`src/rtl/axi_mst_pkg.sv`:
```
// Shared types and constants for the multi-channel AXI-lite master arbiter.
package axi_mst_pkg;

  localparam int unsigned STATE_W    = 2;
  localparam int unsigned MAX_NUM_CH = 8;

  typedef enum logic [STATE_W-1:0] {
    IDLE      = 2'd0,
    REQ       = 2'd1,
    DONE_WAIT = 2'd2,
    BACKOFF   = 2'd3
  } mst_state_e;

endpackage

```
`src/rtl/rr_arbiter.sv`:
```
// Combinational round-robin arbiter: searches upward starting one past ptr_i.
module rr_arbiter #(
  parameter int unsigned N  = 2,
  parameter int unsigned IW = (N > 1) ? $clog2(N) : 1
) (
  input  logic [N-1:0]  req_i,
  input  logic [IW-1:0] ptr_i,
  output logic [N-1:0]  gnt_oh_o,
  output logic [IW-1:0] gnt_idx_o,
  output logic          gnt_vld_o
);

  logic [IW-1:0] cand;

  always_comb begin
    gnt_oh_o  = '0;
    gnt_idx_o = '0;
    gnt_vld_o = 1'b0;
    cand      = '0;
    for (int unsigned k = 1; k <= N; k++) begin
      cand = IW'((32'(ptr_i) + k) % N);
      if (!gnt_vld_o && req_i[cand]) begin
        gnt_vld_o       = 1'b1;
        gnt_idx_o       = cand;
        gnt_oh_o[cand]  = 1'b1;
      end
    end
  end

endmodule

```
`src/rtl/axi_lite_mst_arb.sv`:
```
// Arbitrates NUM_CH pulse-driven register requesters onto one AXI-lite master
// (IPIF) command port, with rearbitrate retry and a transaction watchdog.
module axi_lite_mst_arb
  import axi_mst_pkg::*;
#(
  parameter int unsigned NUM_CH = 2,
  parameter int unsigned ADDR_W = 32,
  parameter int unsigned DATA_W = 32,
  parameter int unsigned WDT_W  = 28
) (
  input  logic                           axi_clk,
  input  logic                           rst_n,
  input  logic [NUM_CH*ADDR_W-1:0]       ch_addr,
  input  logic [NUM_CH*DATA_W-1:0]       ch_wr_data,
  input  logic [NUM_CH*(DATA_W/8)-1:0]   ch_be,
  input  logic [NUM_CH-1:0]              ch_rd_go,
  input  logic [NUM_CH-1:0]              ch_wr_go,
  output logic [DATA_W-1:0]              ch_rd_data,
  output logic [NUM_CH-1:0]              ch_rd_done,
  output logic [NUM_CH-1:0]              ch_wr_done,
  output logic [NUM_CH-1:0]              ch_error,
  output logic [NUM_CH-1:0]              ch_timeout,
  output logic                           IP2Bus_MstRd_Req,
  output logic                           IP2Bus_MstWr_Req,
  output logic [ADDR_W-1:0]              IP2Bus_Mst_Addr,
  output logic [DATA_W/8-1:0]            IP2Bus_Mst_BE,
  output logic [DATA_W-1:0]              IP2Bus_MstWr_d,
  output logic                           IP2Bus_Mst_Lock,
  output logic                           IP2Bus_Mst_Reset,
  input  logic                           Bus2IP_Mst_CmdAck,
  input  logic                           Bus2IP_Mst_Cmplt,
  input  logic                           Bus2IP_Mst_Error,
  input  logic                           Bus2IP_Mst_Rearbitrate,
  input  logic                           Bus2IP_Mst_Timeout,
  input  logic [DATA_W-1:0]              Bus2IP_MstRd_d,
  input  logic                           Bus2IP_MstRd_src_rdy_n,
  input  logic                           Bus2IP_MstWr_dst_rdy_n
);

  localparam int unsigned BE_W  = DATA_W / 8;
  localparam int unsigned IDX_W = (NUM_CH > 1) ? $clog2(NUM_CH) : 1;

  mst_state_e         state_q, state_d;
  logic [NUM_CH-1:0]  pend_q, pend_d;
  logic [NUM_CH-1:0]  pend_wr_q, pend_wr_d;
  logic [IDX_W-1:0]   ptr_q, ptr_d;
  logic [IDX_W-1:0]   gnt_q, gnt_d;
  logic               dir_wr_q, dir_wr_d;
  logic [ADDR_W-1:0]  addr_q, addr_d;
  logic [DATA_W-1:0]  wdata_q, wdata_d;
  logic [BE_W-1:0]    be_q, be_d;
  logic [WDT_W-1:0]   wdt_q, wdt_d;
  logic [DATA_W-1:0]  rd_data_q, rd_data_d;
  logic [NUM_CH-1:0]  rd_done_q, rd_done_d;
  logic [NUM_CH-1:0]  wr_done_q, wr_done_d;
  logic [NUM_CH-1:0]  err_q, err_d;
  logic [NUM_CH-1:0]  tmo_q, tmo_d;
  logic               rd_req_q, rd_req_d;
  logic               wr_req_q, wr_req_d;

  logic [ADDR_W-1:0]  addr_arr  [NUM_CH];
  logic [DATA_W-1:0]  wdata_arr [NUM_CH];
  logic [BE_W-1:0]    be_arr    [NUM_CH];

  logic [NUM_CH-1:0]  arb_oh_unused;
  logic [IDX_W-1:0]   arb_idx;
  logic               arb_vld;
  logic               wdt_expire_c;
  logic               bus_err_c;
  logic               unused_c;

  for (genvar gi = 0; gi < NUM_CH; gi++) begin : g_unpack
    assign addr_arr[gi]  = ch_addr[gi*ADDR_W +: ADDR_W];
    assign wdata_arr[gi] = ch_wr_data[gi*DATA_W +: DATA_W];
    assign be_arr[gi]    = ch_be[gi*BE_W +: BE_W];
  end

  rr_arbiter #(
    .N  (NUM_CH),
    .IW (IDX_W)
  ) u_rr_arbiter (
    .req_i     (pend_q),
    .ptr_i     (ptr_q),
    .gnt_oh_o  (arb_oh_unused),
    .gnt_idx_o (arb_idx),
    .gnt_vld_o (arb_vld)
  );

  assign wdt_expire_c = (state_q != IDLE) && (wdt_q == {WDT_W{1'b1}});
  assign bus_err_c    = Bus2IP_Mst_Error | Bus2IP_Mst_Timeout;
  assign unused_c     = Bus2IP_MstWr_dst_rdy_n ^ (^arb_oh_unused);

  // Next-state, request queuing and completion pulses
  always_comb begin
    state_d   = state_q;
    pend_d    = pend_q;
    pend_wr_d = pend_wr_q;
    ptr_d     = ptr_q;
    gnt_d     = gnt_q;
    dir_wr_d  = dir_wr_q;
    addr_d    = addr_q;
    wdata_d   = wdata_q;
    be_d      = be_q;
    rd_data_d = rd_data_q;
    wdt_d     = '0;
    rd_done_d = '0;
    wr_done_d = '0;
    err_d     = '0;
    tmo_d     = '0;

    if (state_q == IDLE) begin
      if (arb_vld) begin
        ptr_d           = arb_idx;
        gnt_d           = arb_idx;
        dir_wr_d        = pend_wr_q[arb_idx];
        addr_d          = addr_arr[arb_idx];
        wdata_d         = wdata_arr[arb_idx];
        be_d            = be_arr[arb_idx];
        pend_d[arb_idx] = 1'b0;
        state_d         = REQ;
      end
    end else begin
      wdt_d = wdt_q + WDT_W'(1);
      if (bus_err_c) begin
        err_d[gnt_q] = 1'b1;
        state_d      = IDLE;
        wdt_d        = '0;
      end else if (wdt_expire_c) begin
        err_d[gnt_q] = 1'b1;
        tmo_d[gnt_q] = 1'b1;
        state_d      = IDLE;
        wdt_d        = '0;
      end else begin
        case (state_q)
          REQ: begin
            if (Bus2IP_Mst_CmdAck) begin
              state_d = DONE_WAIT;
            end else if (Bus2IP_Mst_Rearbitrate) begin
              state_d = BACKOFF;
            end
          end
          BACKOFF: state_d = REQ;
          DONE_WAIT: begin
            if (Bus2IP_Mst_Cmplt) begin
              if (dir_wr_q) begin
                wr_done_d[gnt_q] = 1'b1;
                state_d          = IDLE;
              end else if (!Bus2IP_MstRd_src_rdy_n) begin
                rd_done_d[gnt_q] = 1'b1;
                rd_data_d        = Bus2IP_MstRd_d;
                state_d          = IDLE;
              end
            end
          end
          default: state_d = IDLE;
        endcase
      end
    end

    // A go is dropped while the channel is already queued or in flight
    for (int i = 0; i < NUM_CH; i++) begin
      if ((ch_rd_go[i] | ch_wr_go[i]) && !pend_q[i] &&
          !((state_q != IDLE) && (gnt_q == IDX_W'(i)))) begin
        pend_d[i]    = 1'b1;
        pend_wr_d[i] = ch_wr_go[i] & ~ch_rd_go[i];
      end
    end

    rd_req_d = (state_d == REQ) && !dir_wr_d;
    wr_req_d = (state_d == REQ) && dir_wr_d;
  end

  always_ff @(posedge axi_clk or negedge rst_n) begin
    if (!rst_n) begin
      state_q   <= IDLE;
      pend_q    <= '0;
      pend_wr_q <= '0;
      ptr_q     <= IDX_W'(NUM_CH - 1);
      gnt_q     <= '0;
      dir_wr_q  <= 1'b0;
      addr_q    <= '0;
      wdata_q   <= '0;
      be_q      <= '0;
      wdt_q     <= '0;
      rd_data_q <= '0;
      rd_done_q <= '0;
      wr_done_q <= '0;
      err_q     <= '0;
      tmo_q     <= '0;
      rd_req_q  <= 1'b0;
      wr_req_q  <= 1'b0;
    end else begin
      state_q   <= state_d;
      pend_q    <= pend_d;
      pend_wr_q <= pend_wr_d;
      ptr_q     <= ptr_d;
      gnt_q     <= gnt_d;
      dir_wr_q  <= dir_wr_d;
      addr_q    <= addr_d;
      wdata_q   <= wdata_d;
      be_q      <= be_d;
      wdt_q     <= wdt_d;
      rd_data_q <= rd_data_d;
      rd_done_q <= rd_done_d;
      wr_done_q <= wr_done_d;
      err_q     <= err_d;
      tmo_q     <= tmo_d;
      rd_req_q  <= rd_req_d;
      wr_req_q  <= wr_req_d;
    end
  end

  assign ch_rd_data       = rd_data_q;
  assign ch_rd_done       = rd_done_q;
  assign ch_wr_done       = wr_done_q;
  assign ch_error         = err_q;
  assign ch_timeout       = tmo_q;
  assign IP2Bus_MstRd_Req = rd_req_q;
  assign IP2Bus_MstWr_Req = wr_req_q;
  assign IP2Bus_Mst_Addr  = addr_q;
  assign IP2Bus_Mst_BE    = be_q;
  assign IP2Bus_MstWr_d   = wdata_q;
  assign IP2Bus_Mst_Lock  = 1'b0;
  assign IP2Bus_Mst_Reset = ~rst_n | Bus2IP_Mst_Error | wdt_expire_c;

endmodule

```
`config.mk`:
```
export PLATFORM = sky130hd
export DESIGN_NAME = axi_lite_mst_arb
export DESIGN_NICKNAME = d
export VERILOG_FILES = /design/src/rtl/axi_mst_pkg.sv /design/src/rtl/rr_arbiter.sv /design/src/rtl/axi_lite_mst_arb.sv
export SDC_FILE = /design/constraint.sdc
export NUM_CORES = 1
export LEC_CHECK = 0
export BUFFER_PORTS_ARGS = -buffer_cell sky130_fd_sc_hd__buf_4
export CORE_MARGIN = 1.5
export CORE_UTILIZATION = 42
export CTS_CLUSTER_DIAMETER = 60
export DETAILED_ROUTE_END_ITERATION = 7
export PLACE_DENSITY = 0.74
export SLEW_MARGIN = 20
export SYNTH_ARGS = -nofsm -noshare
export SYNTH_HDL_FRONTEND = slang
export SYNTH_SLANG_ARGS = --single-unit
```
`constraint.sdc`:
```
create_clock -name axi_clk -period 2.4 [get_ports axi_clk]
set_clock_uncertainty 0.1 [all_clocks]
set_input_delay 0.36 -clock axi_clk [delete_from_list [all_inputs] [get_ports axi_clk]]
set_output_delay 0.36 -clock axi_clk [all_outputs]
set_load 0.02 [all_outputs]
```
==> results.json <==
{
  "synth.most_common_cell": "dfrtp_1",
  "io_pins": 293,
  "final_cells": 1071,
  "antenna_cells": 0,
  "slew_viol_final": 0,
  "finalHoldViolations": 15,
  "synth_nets": 757,
  "synth_seq_cells": 147,
  "wl_per_cell_um": 15.9,
  "ys.flop_type": "dfrtp_1",
  "grt_max_degree": 148,
  "period_needed_ps": 2260,
  "design.core.area_sq_mm": 0.0152,
  "first_pass_iters": 4,
  "rr_startpoint": "wdt_q[0]",
  "rsz0062_at_grt": "no",
  "vias": 5212,
  "maxSlewHeadroom_pct": 46.2,
  "status": "finished with violations",
  "clock_sinks": 147,
  "synth_edf_count": 0,
  "cpMaxStageDelayCell": "dfrtp_1",
  "syn_to_final_growth_pct": 48.2,
  "grt_pass1_vias": 5264,
  "track_usage_pct": 21.1,
  "clock.fmax_mhz": 443,
  "p_total_mw": 11.7,
  "finish.instance_area_sq_mm": 0.00970,
  "max_stage_delay_ps": 410,
  "drt_iter0_drc": 208,
  "power.density_mw_per_mm2": 1210,
  "die_width_um": 128,
  "port_buffers": 290,
  "setup_viol": 0,
  "ir_drop_mv": 0.833,
  "synth_cells": 575,
  "whs_ps": -47.4,
  "ys_seq_area_share_pct": 56.2,
  "worstSkewPairLatency_ps": 410,
  "multi_input_area_sq_mm": 0.00271,
  "die_h_um": 128,
  "start_util_pct": 43.0,
  "routed_via_density": 4.87,
  "placed_cells": 1038,
  "synth_area_per_cell_sq_um": 11.4,
  "antenna_found_initial": 0,
  "cts_tree": "done",
  "ys_top_cells_by_count": "dfrtp_1, nor2_1, a21oi_1",
  "ctsHtreeMaxLevel": 4,
  "critPathCaptureType": "primary output",
  "clock_path_buffers": 2,
  "cap_viol_max_count": 0,
  "tns_ps": 0,
  "cp-start-kind": "flop",
  "worstHoldPathType": "input port to asynchronous set/reset pin",
  "synth_top_area_share_pct": 55.8,
  "path_cells": "and4_4 -> and3_2 -> nand4_1 -> o21ai_1 -> buf_4",
  "grt_overflow": 0,
  "drc": 0,
  "detail-route-antenna-nets": 0,
  "placed_area_sq_mm": 0.00901,
  "synth_cell_type_count": 41,
  "synth.area.top_cells": "dfrtp_1, mux2i_1, nor2_1",
  "clockRootBuffer": "clkbuf_16",
  "seq_area_sq_mm": 0.00368,
  "violations": "hold timing",
  "p_leak_nw": 4.73,
  "gp_congestion": 0.781,
  "worstMarginPinSlew_ps": 807,
  "dieArea_sq_mm": 0.0163,
  "yosys.area.top_type": "dfrtp_1",
  "netlist_area_sq_mm": 0.00654,
  "dp_hpwl_mm": 12.6,
  "nets": 1053,
  "hold_buffers": 0,
  "required_ps": 1940,
  "clkSlewWorstSetupHoldPaths_ps": 60,
  "critPathKind": "flop to primary output",
  "n_fill_cell": 1236,
  "period_share_pct": 94.1,
  "crit_arrival_ps": 1800,
  "synth_warnings": 0,
  "grt_first_pass_wirelength_mm": 26.4,
  "startpoint": "wdt_q[19]",
  "critPathMaxFanout": 5,
  "synthArstFlopShare_pct": 100,
  "num_rows": 45,
  "drive_gt1_share_pct": 43.5,
  "cts_buffers": 17,
  "routed_wl_mm": 17.0
}
## area by class of cell
| cell class | count | share of cell area, % |
|---|---|---|
| well taps | 188 | 2.43 |
| multi-input cells | 390 | 27.9 |
| flip-flops and latches | 147 | 38.0 |
| repair buffers | 309 | 24.7 |
| clock inverters | 9 | 1.82 |
| clock buffers | 22 | 4.89 |
| inverters | 6 | 0.232 |
## routing by layer
layer	GRT usage, %	up-vias	wire (um)
met4	5.55	0	191
met5	0	-	0
met3	8.10	13	1260
met1	25.1	2466	6860
li1	-	2559	-
met2	36.0	174	8680
## stage by stage
step	util (%)	setup slack, ps
floorplan	-	172
global placement	59.2	238
detailed placement	59.2	204
CTS	63.6	7.53
global route	63.8	5.28
finish	63.8	142
## cells by family after synthesis
group           synth area share [%]
compound gates                  7.27
xor+xnor                        3.48
fa+ha+maj                      0.191
buf+inv                         3.02
flops                           56.2
mux                             17.8
other cells                   0.0573
simple gates                    11.9
## power by group
group          internal, mW  switching, mW  leakage [nW]
clock network          1.92          0.975         0.316
registers              3.25          0.486          1.83
logic                  2.22           2.84          2.58
total                  7.39           4.30          4.73
## cells in the final DEF, fill, tap and decap left out, types with 2 or more instances in the layout
cell type	count
nor4_1	2
clkbuf_8	3
nand4_1	7
nand3_1	11
nor3_1	4
nor2_1	113
bufinv_16	5
xnor2_1	10
and3_1	4
buf_4	302
buf_12	6
and3_2	2
and2_1	3
mux2i_1	70
clkbuf_16	17
mux2_2	4
nor2b_1	4
a21oi_1	75
a31oi_1	2
inv_1	6
dfrtp_1	146
o21ai_0	5
clkbuf_1	2
clkinv_2	2
xor2_1	16
nor3b_1	2
nand2_1	10
and4_1	2
mux2_4	28
## repair_timing
action | in CTS | in global routing
pin swaps | 0 | 3
gates resized for setup | 3 | 4
setup buffers | 0 | 2
setup endpoints to repair | 1 | 1
cloned | 0 | 0
## worst max-delay path, delay by kind of cell, from the launching register on
| family | cells | cell delay (ps) |
|---|---|---|
| simple gates | 3 | 660 |
| flops | 1 | 410 |
| compound gates | 1 | 170 |
| buf+inv | 1 | 160 |
## registers in the layout, indices dropped and copies added, names as in the netlist
register,cells
IP2Bus_MstRd_Req,1
IP2Bus_MstWr_Req,1
IP2Bus_MstWr_d,32
IP2Bus_Mst_Addr,32
IP2Bus_Mst_BE,4
ch_error,2
ch_rd_data,32
ch_rd_done,2
ch_timeout,2
ch_wr_done,2
dir_wr_q,1
gnt_q,1
pend_q,2
pend_wr_q,2
ptr_q,1
state_q,2
wdt_q,28
## worst paths after layout
| check | end | cells past startpoint | slack (ps) |
|---|---|---|---|
| hold / removal | pend_q[1] | 2 | -50 |
| setup / recovery | IP2Bus_Mst_Reset | 5 | 140 |
| hold reg to reg | wdt_q[0] | 1 | 400 |
| setup reg to reg | ch_rd_data[9] | 8 | 200 |
| min in group axi_clk | pend_wr_q[0] | 2 | 30 |
| max in group asynchronous | IP2Bus_Mst_Addr[27] | 2 | 1620 |
No activity file was read; power rests on OpenSTA's default activity.
